**src/rtl/seg7_pkg.sv**
```systemverilog
// Shared constants and types for the seven-segment scan capture block.
// Glyph patterns are active-high, bit order g..a (seg[6]=g, seg[0]=a).
package seg7_pkg;

  typedef enum logic [2:0] {
    SEG_A = 3'd0,
    SEG_B = 3'd1,
    SEG_C = 3'd2,
    SEG_D = 3'd3,
    SEG_E = 3'd4,
    SEG_F = 3'd5,
    SEG_G = 3'd6
  } seg_idx_e;

  typedef enum logic {
    S_WAIT = 1'b0,
    S_HOLD = 1'b1
  } state_e;

  localparam logic [6:0] SEG_BLANK = 7'h00;

  localparam logic [6:0] GLYPH [16] = '{
    7'h3F, 7'h06, 7'h5B, 7'h4F,
    7'h66, 7'h6D, 7'h7D, 7'h07,
    7'h7F, 7'h6F, 7'h77, 7'h7C,
    7'h39, 7'h5E, 7'h79, 7'h71
  };

endpackage

```
**src/rtl/seg7_glyph_decode.sv**
```systemverilog
// Combinational reverse lookup from a lit-high segment pattern to a hex nibble.
module seg7_glyph_decode
  import seg7_pkg::*;
(
  input  logic [6:0] seg,
  output logic [3:0] nibble,
  output logic       ok,
  output logic       is_blank
);

  always_comb begin
    nibble   = 4'h0;
    ok       = 1'b0;
    is_blank = 1'b0;
    if (seg == SEG_BLANK) begin
      ok       = 1'b1;
      is_blank = 1'b1;
    end else begin
      for (int i = 0; i < 16; i++) begin
        if (seg == GLYPH[i]) begin
          nibble = 4'(i);
          ok     = 1'b1;
        end
      end
    end
  end

endmodule

```
**src/rtl/seg7_scan_capture.sv**
```systemverilog
// Recovers the hex word shown on a multiplexed seven-segment bus, one word per scan frame.
//   state  | meaning
//   S_WAIT | waiting for an addressable sample to be stable long enough to capture
//   S_HOLD | digit captured; ignore until the sample changes
module seg7_scan_capture
  import seg7_pkg::*;
#(
  parameter int DIGITS         = 4,
  parameter int STABLE_CYCLES  = 4,
  parameter bit SEG_ACTIVE_LOW = 1'b1,
  parameter bit AN_ACTIVE_LOW  = 1'b1
) (
  input  logic                  clk,
  input  logic                  rst_n,
  input  logic [DIGITS-1:0]     an,
  input  logic [6:0]            seg,
  output logic [4*DIGITS-1:0]   value,
  output logic [DIGITS-1:0]     blank,
  output logic                  frame_valid,
  output logic                  frame_err
);

  localparam logic [DIGITS-1:0] AN_IDLE   = AN_ACTIVE_LOW  ? {DIGITS{1'b1}} : {DIGITS{1'b0}};
  localparam logic [6:0]        SEG_IDLE  = SEG_ACTIVE_LOW ? 7'h7F : 7'h00;
  localparam logic [7:0]        STABLE_M1 = 8'(STABLE_CYCLES - 1);

  logic [DIGITS-1:0]   an_meta, an_sync, an_act, an_prev;
  logic [6:0]          seg_meta, seg_sync, seg_act, seg_prev;
  logic [7:0]          cnt, run;
  logic                same, addressable, capture, frame_done;
  state_e              state, state_nx;
  logic [3:0]          dec_nibble;
  logic                dec_ok, dec_blank;
  logic [DIGITS-1:0]   seen, seen_nx, stage_blank, stage_blank_nx;
  logic [4*DIGITS-1:0] stage_val, stage_val_nx;
  logic                err, err_nx;

  always_ff @(posedge clk or negedge rst_n) begin
    if (!rst_n) begin
      an_meta  <= AN_IDLE;
      an_sync  <= AN_IDLE;
      seg_meta <= SEG_IDLE;
      seg_sync <= SEG_IDLE;
    end else begin
      an_meta  <= an;
      an_sync  <= an_meta;
      seg_meta <= seg;
      seg_sync <= seg_meta;
    end
  end

  assign an_act      = AN_ACTIVE_LOW  ? ~an_sync  : an_sync;
  assign seg_act     = SEG_ACTIVE_LOW ? ~seg_sync : seg_sync;
  assign same        = (an_act == an_prev) && (seg_act == seg_prev);
  assign addressable = (an_act != '0) && ((an_act & (an_act - 1'b1)) == '0);

  // run = number of repeats of the current sample beyond its first appearance
  always_comb begin
    run = 8'd0;
    if (addressable && same)
      run = (cnt == 8'hFF) ? cnt : cnt + 8'd1;
  end

  always_comb begin
    state_nx = state;
    capture  = 1'b0;
    case (state)
      S_WAIT: if (addressable && run >= STABLE_M1) begin
        capture  = 1'b1;
        state_nx = S_HOLD;
      end
      S_HOLD: if (!same) state_nx = S_WAIT;
      default: state_nx = S_WAIT;
    endcase
  end

  seg7_glyph_decode u_decode (
    .seg      (seg_act),
    .nibble   (dec_nibble),
    .ok       (dec_ok),
    .is_blank (dec_blank)
  );

  always_comb begin
    stage_val_nx   = stage_val;
    stage_blank_nx = stage_blank;
    for (int i = 0; i < DIGITS; i++) begin
      if (an_act[i]) begin
        stage_val_nx[4*i +: 4] = dec_nibble;
        stage_blank_nx[i]      = dec_blank;
      end
    end
    seen_nx    = seen | an_act;
    err_nx     = err | ~dec_ok;
    frame_done = capture && (&seen_nx);
  end

  always_ff @(posedge clk or negedge rst_n) begin
    if (!rst_n) begin
      state       <= S_WAIT;
      an_prev     <= '0;
      seg_prev    <= '0;
      cnt         <= 8'd0;
      seen        <= '0;
      err         <= 1'b0;
      stage_val   <= '0;
      stage_blank <= '0;
      value       <= '0;
      blank       <= '0;
      frame_valid <= 1'b0;
      frame_err   <= 1'b0;
    end else begin
      state       <= state_nx;
      an_prev     <= an_act;
      seg_prev    <= seg_act;
      cnt         <= run;
      frame_valid <= 1'b0;
      frame_err   <= 1'b0;
      if (capture) begin
        stage_val   <= stage_val_nx;
        stage_blank <= stage_blank_nx;
        if (frame_done) begin
          seen <= '0;
          err  <= 1'b0;
          if (!err_nx) begin
            value       <= stage_val_nx;
            blank       <= stage_blank_nx;
            frame_valid <= 1'b1;
          end else begin
            frame_err <= 1'b1;
          end
        end else begin
          seen <= seen_nx;
          err  <= err_nx;
        end
      end
    end
  end

endmodule

```
**config.mk**
```make
export PLATFORM = sky130hd
export DESIGN_NAME = seg7_scan_capture
export DESIGN_NICKNAME = d
export VERILOG_FILES = /design/src/rtl/seg7_pkg.sv /design/src/rtl/seg7_glyph_decode.sv /design/src/rtl/seg7_scan_capture.sv
export SDC_FILE = /design/constraint.sdc
export NUM_CORES = 1
export LEC_CHECK = 0
export ABC_AREA = 0
export BUFFER_PORTS_ARGS = -buffer_cell sky130_fd_sc_hd__buf_4
export CELL_PAD_IN_SITES_DETAIL_PLACEMENT = 0
export CELL_PAD_IN_SITES_GLOBAL_PLACEMENT = 1
export CORE_UTILIZATION = 48
export CTS_BUF_LIST = sky130_fd_sc_hd__clkbuf_4 sky130_fd_sc_hd__clkbuf_8 sky130_fd_sc_hd__clkbuf_16
export DETAILED_ROUTE_END_ITERATION = 8
export PLACE_DENSITY_LB_ADDON = 0.1
export SLEW_MARGIN = 10
export SYNTH_ARGS = -nofsm -noshare
export SYNTH_HDL_FRONTEND = slang
export SYNTH_SLANG_ARGS = --single-unit
```
**constraint.sdc**
```tcl
create_clock -name clk -period 3.8 [get_ports clk]
set_clock_uncertainty 0.05 [all_clocks]
set_input_delay 0.38 -clock clk [delete_from_list [all_inputs] [get_ports clk]]
set_output_delay 0.38 -clock clk [all_outputs]
set_load 0.01 [all_outputs]
```
== Word level (Yosys, flattened, before mapping) ==
Index checks and enable logic that the tools add are counted.
Widths: inputs -> output; s select.

* Flip-flop bits (word level): 89
* Bits of input ports: 13
* Output and inout port bits: 22
* Logic and storage cells: 112

* Add/subtract/negate cells: 2
* Order comparisons: 1
* Equal/unequal tests: 19
* Multiplexer cells: 56
* Bitwise logic cells: 8
* Reductions and logical operators: 10

{| class="wikitable"
|+ Operators by type and width
! operator !! count
|-
| $eq 7x7->1 const B || 12
|-
| $mux 4 || 14
|-
| $mux 1 || 33
|-
| $mux 8 || 2
|-
| $eq 7x3->1 const B || 2
|-
| $eq 7x6->1 const B || 2
|-
| $mux 3 || 4
|-
| $add 8x1->8 const B || 1
|-
| $eq 8x8->1 const B || 1
|-
| $ge 8x2->1 const B || 1
|-
| $eq 7x7->1 || 1
|-
| $logic_not 7->1 || 1
|-
| $not 7->7 || 1
|-
| $logic_and 1x1->1 || 5
|-
| $and 4x4->4 || 1
|-
| $eq 4x4->1 || 1
|-
| $logic_not 4->1 || 1
|-
| $mux 2 || 2
|-
| $not 4->4 || 1
|-
| $or 4x4->4 || 1
|-
| $reduce_and 4->1 || 1
|-
| $reduce_bool 4->1 || 1
|-
| $sub 4x1->4 const B || 1
|-
| $not 1->1 || 3
|-
| other kinds (3) || 3
|}

== Longest topological paths before layout ==
* Word-level depth: 24
* Gate-level depth with buffers: 9
* Depth with buffers taken out: 7

== Modules after synthesis ==
A second synthesis with hierarchy kept.

* Cell total of the unflattened synthesis: 304
* Area, all modules: 3995.1 sq um

{| class="wikitable"
|+ By module, submodules not included
! module !! times used !! cells each !! area each (sq um) !! sequential area each (sq um)
|-
| seg7_scan_capture || 1 || 249 || 3604.7 || 2254.7
|-
| seg7_glyph_decode || 1 || 55 || 390.4 || 0.0
|}

== Worst setup path after synthesis ==
Ideal clock, no wire load.

* Path kind: reg2reg
* From: reg an_sync[3]
* To: reg blank[0]
* Setup time: 0.127 ns
* Data arrival time: 2.513 ns
* Data required time: 3.623 ns
* Slack: 1.110 ns
* Cell stages (with the launch flop): 9
* Path buffers: 2
* Period minus slack after synthesis: 2.690 ns
* Cell sequence: dfstp_2 -> buf_2 -> xnor2_1 -> o311ai_2 -> nand4_1 -> or4b_1 -> a2111oi_4 -> buf_6 -> mux2_1

* Cells in the longest elaborated chain, start to end: 13
* Elaborated cells between the ends (all ways): 18
* Classes of those cells: add/sub (1); order compare (1); eq/ne (1); mux (3); bitwise (3); reduce/logical (9)

{| class="wikitable"
|+ Ends and longest elaborated chain
! element !! line !! source
|-
| start: declaration || seg7_scan_capture.sv:27 || <nowiki>logic [DIGITS-1:0] an_meta, an_sync, an_act, an_prev;</nowiki>
|-
| start signal: assignment || seg7_scan_capture.sv:46 || <nowiki>an_sync <= an_meta;</nowiki>
|-
| $not 4->4 (*) || seg7_scan_capture.sv:52 || <nowiki>assign an_act = AN_ACTIVE_LOW ? ~an_sync : an_sync;</nowiki>
|-
| $sub 4x1->4 || seg7_scan_capture.sv:55 || <nowiki>assign addressable = (an_act != '0) && ((an_act & (an_act - 1'b1)) == '0);</nowiki>
|-
| $and 4x4->4 || seg7_scan_capture.sv:55 ||
|-
| $logic_not 4->1 || seg7_scan_capture.sv:55 ||
|-
| $logic_and 1x1->1 || seg7_scan_capture.sv:55 ||
|-
| $logic_and 1x1->1 || seg7_scan_capture.sv:60 || <nowiki>if (addressable && same)</nowiki>
|-
| $mux 8 || seg7_scan_capture.sv:60 ||
|-
| $ge 8x2->1 || seg7_scan_capture.sv:68 || <nowiki>S_WAIT: if (addressable && run >= STABLE_M1) begin</nowiki>
|-
| $logic_and 1x1->1 || seg7_scan_capture.sv:68 ||
|-
| $mux 1 || seg7_scan_capture.sv:68 ||
|-
| $mux 1 || seg7_scan_capture.sv:67 || <nowiki>case (state)</nowiki>
|-
| $logic_and 1x1->1 || seg7_scan_capture.sv:95 || <nowiki>frame_done = capture && (&seen_nx);</nowiki>
|-
| $reduce_and 3->1 (no source line) (*) || -- ||
|-
| end signal: assignment || seg7_scan_capture.sv:127 || <nowiki>blank <= stage_blank_nx;</nowiki>
|-
| end: declaration || seg7_scan_capture.sv:18 || <nowiki>output logic [DIGITS-1:0] blank,</nowiki>
|}

Every way passes the cells marked *; elsewhere a longest branch is shown, timed or not.
A chain may end at the register's enable or synchronous reset.

== Final worst setup path ==
* From: reg an_sync[1]
* To: reg value[5]

* Cells in the longest elaborated chain, start to end: 13
* Elaborated cells between the ends (all ways): 19
* Classes of those cells: add/sub (1); order compare (1); eq/ne (1); mux (4); bitwise (3); reduce/logical (9)

{| class="wikitable"
|+ Ends and longest elaborated chain
! element !! line !! source
|-
| $not 4->4 (*) || seg7_scan_capture.sv:52 ||
|-
| net an_act[1] || seg7_scan_capture.sv:27 ||
|-
| $sub 4x1->4 || seg7_scan_capture.sv:55 ||
|-
| $and 4x4->4 || seg7_scan_capture.sv:55 ||
|-
| $logic_not 4->1 || seg7_scan_capture.sv:55 ||
|-
| $logic_and 1x1->1 || seg7_scan_capture.sv:55 ||
|-
| $logic_and 1x1->1 || seg7_scan_capture.sv:60 ||
|-
| $mux 8 || seg7_scan_capture.sv:60 ||
|-
| $ge 8x2->1 || seg7_scan_capture.sv:68 ||
|-
| $logic_and 1x1->1 || seg7_scan_capture.sv:68 ||
|-
| $mux 1 || seg7_scan_capture.sv:68 ||
|-
| $mux 1 || seg7_scan_capture.sv:67 ||
|-
| $logic_and 1x1->1 || seg7_scan_capture.sv:95 ||
|-
| $reduce_and 3->1 (no source line) || -- ||
|-
| end signal: assignment || seg7_scan_capture.sv:126 || <nowiki>value <= stage_val_nx;</nowiki>
|-
| end: declaration || seg7_scan_capture.sv:17 || <nowiki>output logic [4*DIGITS-1:0] value,</nowiki>
|}

Mark *: on every way through the listed nets, which the timed path passes. The rest lies on a longest branch.

==> metrics.cfg <==
[sta]
tns_ns = 0
rsz0062_at_grt = false
maxSlewHeadroom_pct = 44.2
worst_pin_slew_ns = 0.831
slew_viol_final = 0
finalCriticalPeriod_ns = 3.08
period_share_pct = 81.0
hold_violations = 0
setup_viol = 0
fmax_mhz = 325

[clocking]
path_clk_slew_ns = 0.09
ctsLongestPathBuffers = 2
cts_num_sinks = 89
post_cts_resized = 0
clk_latency_ns = 0.36
ctsHoldBuffers = 0
cts_buffers = 9
post_cts_buffers = 0
cts_root_buf = clkbuf_8
cts_tree = yes
htreeDepth = 3

[run]
drv_cap = 0

[drt]
vias_per_cell = 5.56
drt_iter0_drc = 119
firstDrtPassIters = 4
post_drt_wl_per_cell_um = 16.3
route.final.wire_length_mm = 7.95
postRouteAntennaNets = 0
vias = 2714
route.detailed.drc = 0

[synth]
synth_area_sq_um = 4030
syn_area_per_cell_sq_um = 11.5
syn_inst = 350
synth-seq-area-share_pct = 55.9
syn_nets = 364
synthArstFlopShare_pct = 100
ys_ff_latch = 89
yosys.area.top_type = dfrtp_1
synth_top_area_share_pct = 41.6
synthTopCellsByArea = dfrtp_1 42%, dfstp_2 14%, mux2_2 5.9%, mux2_1 5.6%, nand2_1 3.1%
synth-edff-count = 0
ys.flop_type = dfrtp_1
synth_warnings = 0
yosysUniqueCellTypes = 54

[grt]
grt_pass1_vias = 2595
gr-usage-all-layers_pct = 20.5
grt_overflow_total = 0
antenna_found_initial = 0
grt_max_degree = 65
grt_pass1_wl_mm = 13.3

[die]
core-area_sq_um = 8180
die_height_um = 93.6
rows = 33
ios = 35
fp.dieW_um = 93.6
start_util_pct = 49.3
die_area_sq_um = 8770

[worst_setup_path]
critical_path_class = flop to flop
end_kind = flop
path_max_fanout = 20
r2r_cells = 7
cp_num_buf_inv = 2
cp.arrival_ns = 3.27
critPathMaxStageDelay_ns = 0.70
worstPathRequired_ns = 3.99
worstPathCellList = inv_1 > o311ai_2 > nand4_1 > or4b_1 > a2111oi_4 > buf_4 > mux2_1
crit_family = compound AO/OA/AOI/OAI gates
crit_slowest_cell = dfstp_2
start_kind = flop
path_depth = 7

[final_layout]
multi_input_area_sq_um = 1620
finalNetCount = 392
antennaDiodeCount = 0
fill_cells = 688
drive_gt1_share_pct = 27.9
final_util_pct = 55.6
ff_latch_area_sq_um = 2250
fin_cells = 488
area_growth_pct = 12.8
design_area_sq_um = 4550

[power]
p_clk_share_pct = 37.9
switchingPower_w = 0.000428
p_int_w = 0.00133
peakVddDrop_mv = 0.205
p_comb_share_pct = 4.8
p_leak_nw = 2.01
pwr-share-seq_pct = 57.3
switching_share_pct = 24.4
p_per_area_nw_per_um2 = 386

[placement]
io_buffers = 34
place.gp.congestion = 0.804
post-dp-hpwl_mm = 5.50
place_inst = 472
dpl-instance-area_sq_um = 4340

[hold_path]
hold_path_class = input pin to async pin

[status]
status = completed

worst register-to-register path: stages, from the launching register on:
cell and delay, ns:
dfstp_2 0.70, inv_1 0.13, o311ai_2 0.43, nand4_1 0.13, or4b_1 0.54, a2111oi_4 0.28
buf_4 0.32, mux2_1 0.37
synth_stat cells (all sizes together) (3+ instances only):
library cell / count
clkbuf: 10
dfstp: 22
a31oi: 6
nor4b: 4
nand4: 7
a21oi: 4
nand2b: 3
xor2: 3
inv: 14
a211oi: 4
nor2: 18
nand2: 33
o21a: 4
nor3: 12
mux2: 41
nor4: 6
o211ai: 3
o21ai: 22
xnor2: 13
buf: 11
dfrtp: 67
o22ai: 4
nand3: 8
sequential cells by signal, indices dropped and copies added (netlist names):
| signal | count |
|---|---|
| stage_val | 16 |
| value | 16 |
| cnt | 8 |
| seg_meta | 7 |
| seg_prev | 7 |
| seg_sync | 7 |
| an_meta | 4 |
| an_prev | 4 |
| an_sync | 4 |
| blank | 4 |
| seen | 4 |
| stage_blank | 4 |
| err | 1 |
| frame_err | 1 |
| frame_valid | 1 |
| state | 1 |
through the flow:
stage / hold WS, ns / total power (W) / worst slack, ns
after detailed placement: 0.297 / 0.00111 / 0.720
after global routing: 0.0496 / 0.00183 / 0.531
after global placement: 0.297 / 0.00111 / 0.807
after CTS: 0.0579 / 0.00178 / 0.719
final: 0.0597 / 0.00175 / 0.723
after floorplan: 0.0344 / 0.00106 / 1.11
cells by family (layout without fill, tap and decap cells):
| family | count (synthesis) | in the layout | share of synthesized area, % |
|---|---|---|---|
| multiplexers | 42 | 42 | 11.7 |
| AO/OA/AOI/OAI | 60 | 60 | 10.4 |
| XOR/XNOR | 16 | 16 | 3.48 |
| adder cells (fa/ha/maj) | 1 | 1 | 0.310 |
| buffers and inverters | 35 | 68 | 3.88 |
| AND/OR/NAND/NOR | 107 | 107 | 14.3 |
| flip-flops | 89 | 89 | 55.9 |
layout by cell type (no fill, tap or decap), types with 7 or more instances in the layout:
master,instances
nand4_1,7
mux2_1,20
clkbuf_8,9
inv_1,13
buf_4,38
o21ai_0,22
nand3_1,8
mux2_2,21
nor3_1,8
nor2_1,18
xnor2_1,13
dfrtp_1,67
dfstp_2,22
nand2_1,33
power by group through the flow:
stage,logic [W],registers (W),clock network [W]
3_5_place_dp,0.0000861,0.00102,0
6_report,0.0000841,0.00100,0.000665
2_1_floorplan,0.0000628,0.000999,0
5_1_grt,0.0000950,0.00101,0.000726
4_1_cts,0.0000861,0.00100,0.000688
3_3_place_gp,0.0000854,0.00102,0
per-layer routing:
metal / routed length (um) / track usage [%] / vias to the layer above
met2: 3670 / 30.8 / 50
met4: 140 / 6.92 / 0
met3: 255 / 4.31 / 10
met1: 3890 / 29.4 / 1345
met5: 0 / 0 / -
li1: - / - / 1309
worst paths after layout:
| check | startpoint | to | slack, ns |
|---|---|---|---|
| max | an_sync[1] | value[5] | 0.72 |
| min | rst_n | cnt[6] | 0.06 |
| max reg2reg | an_sync[1] | value[5] | 0.72 |
| min reg2reg | seg_meta[1] | seg_sync[1] | 0.31 |
| max in group asynchronous | rst_n | an_sync[1] | 2.75 |
| min in group clk | an[3] | an_meta[3] | 0.07 |
layout make-up:
| cell class | instances | area share [%] |
|---|---|---|
| sequential | 89 | 49.6 |
| multi-input combinational | 226 | 35.6 |
| timing repair buffer | 38 | 6.28 |
| clock buffer | 10 | 2.89 |
| tap | 105 | 2.89 |
| clock inverter | 6 | 1.57 |
| inverter | 14 | 1.16 |
Note: power is estimated with default switching activity, not from simulation.
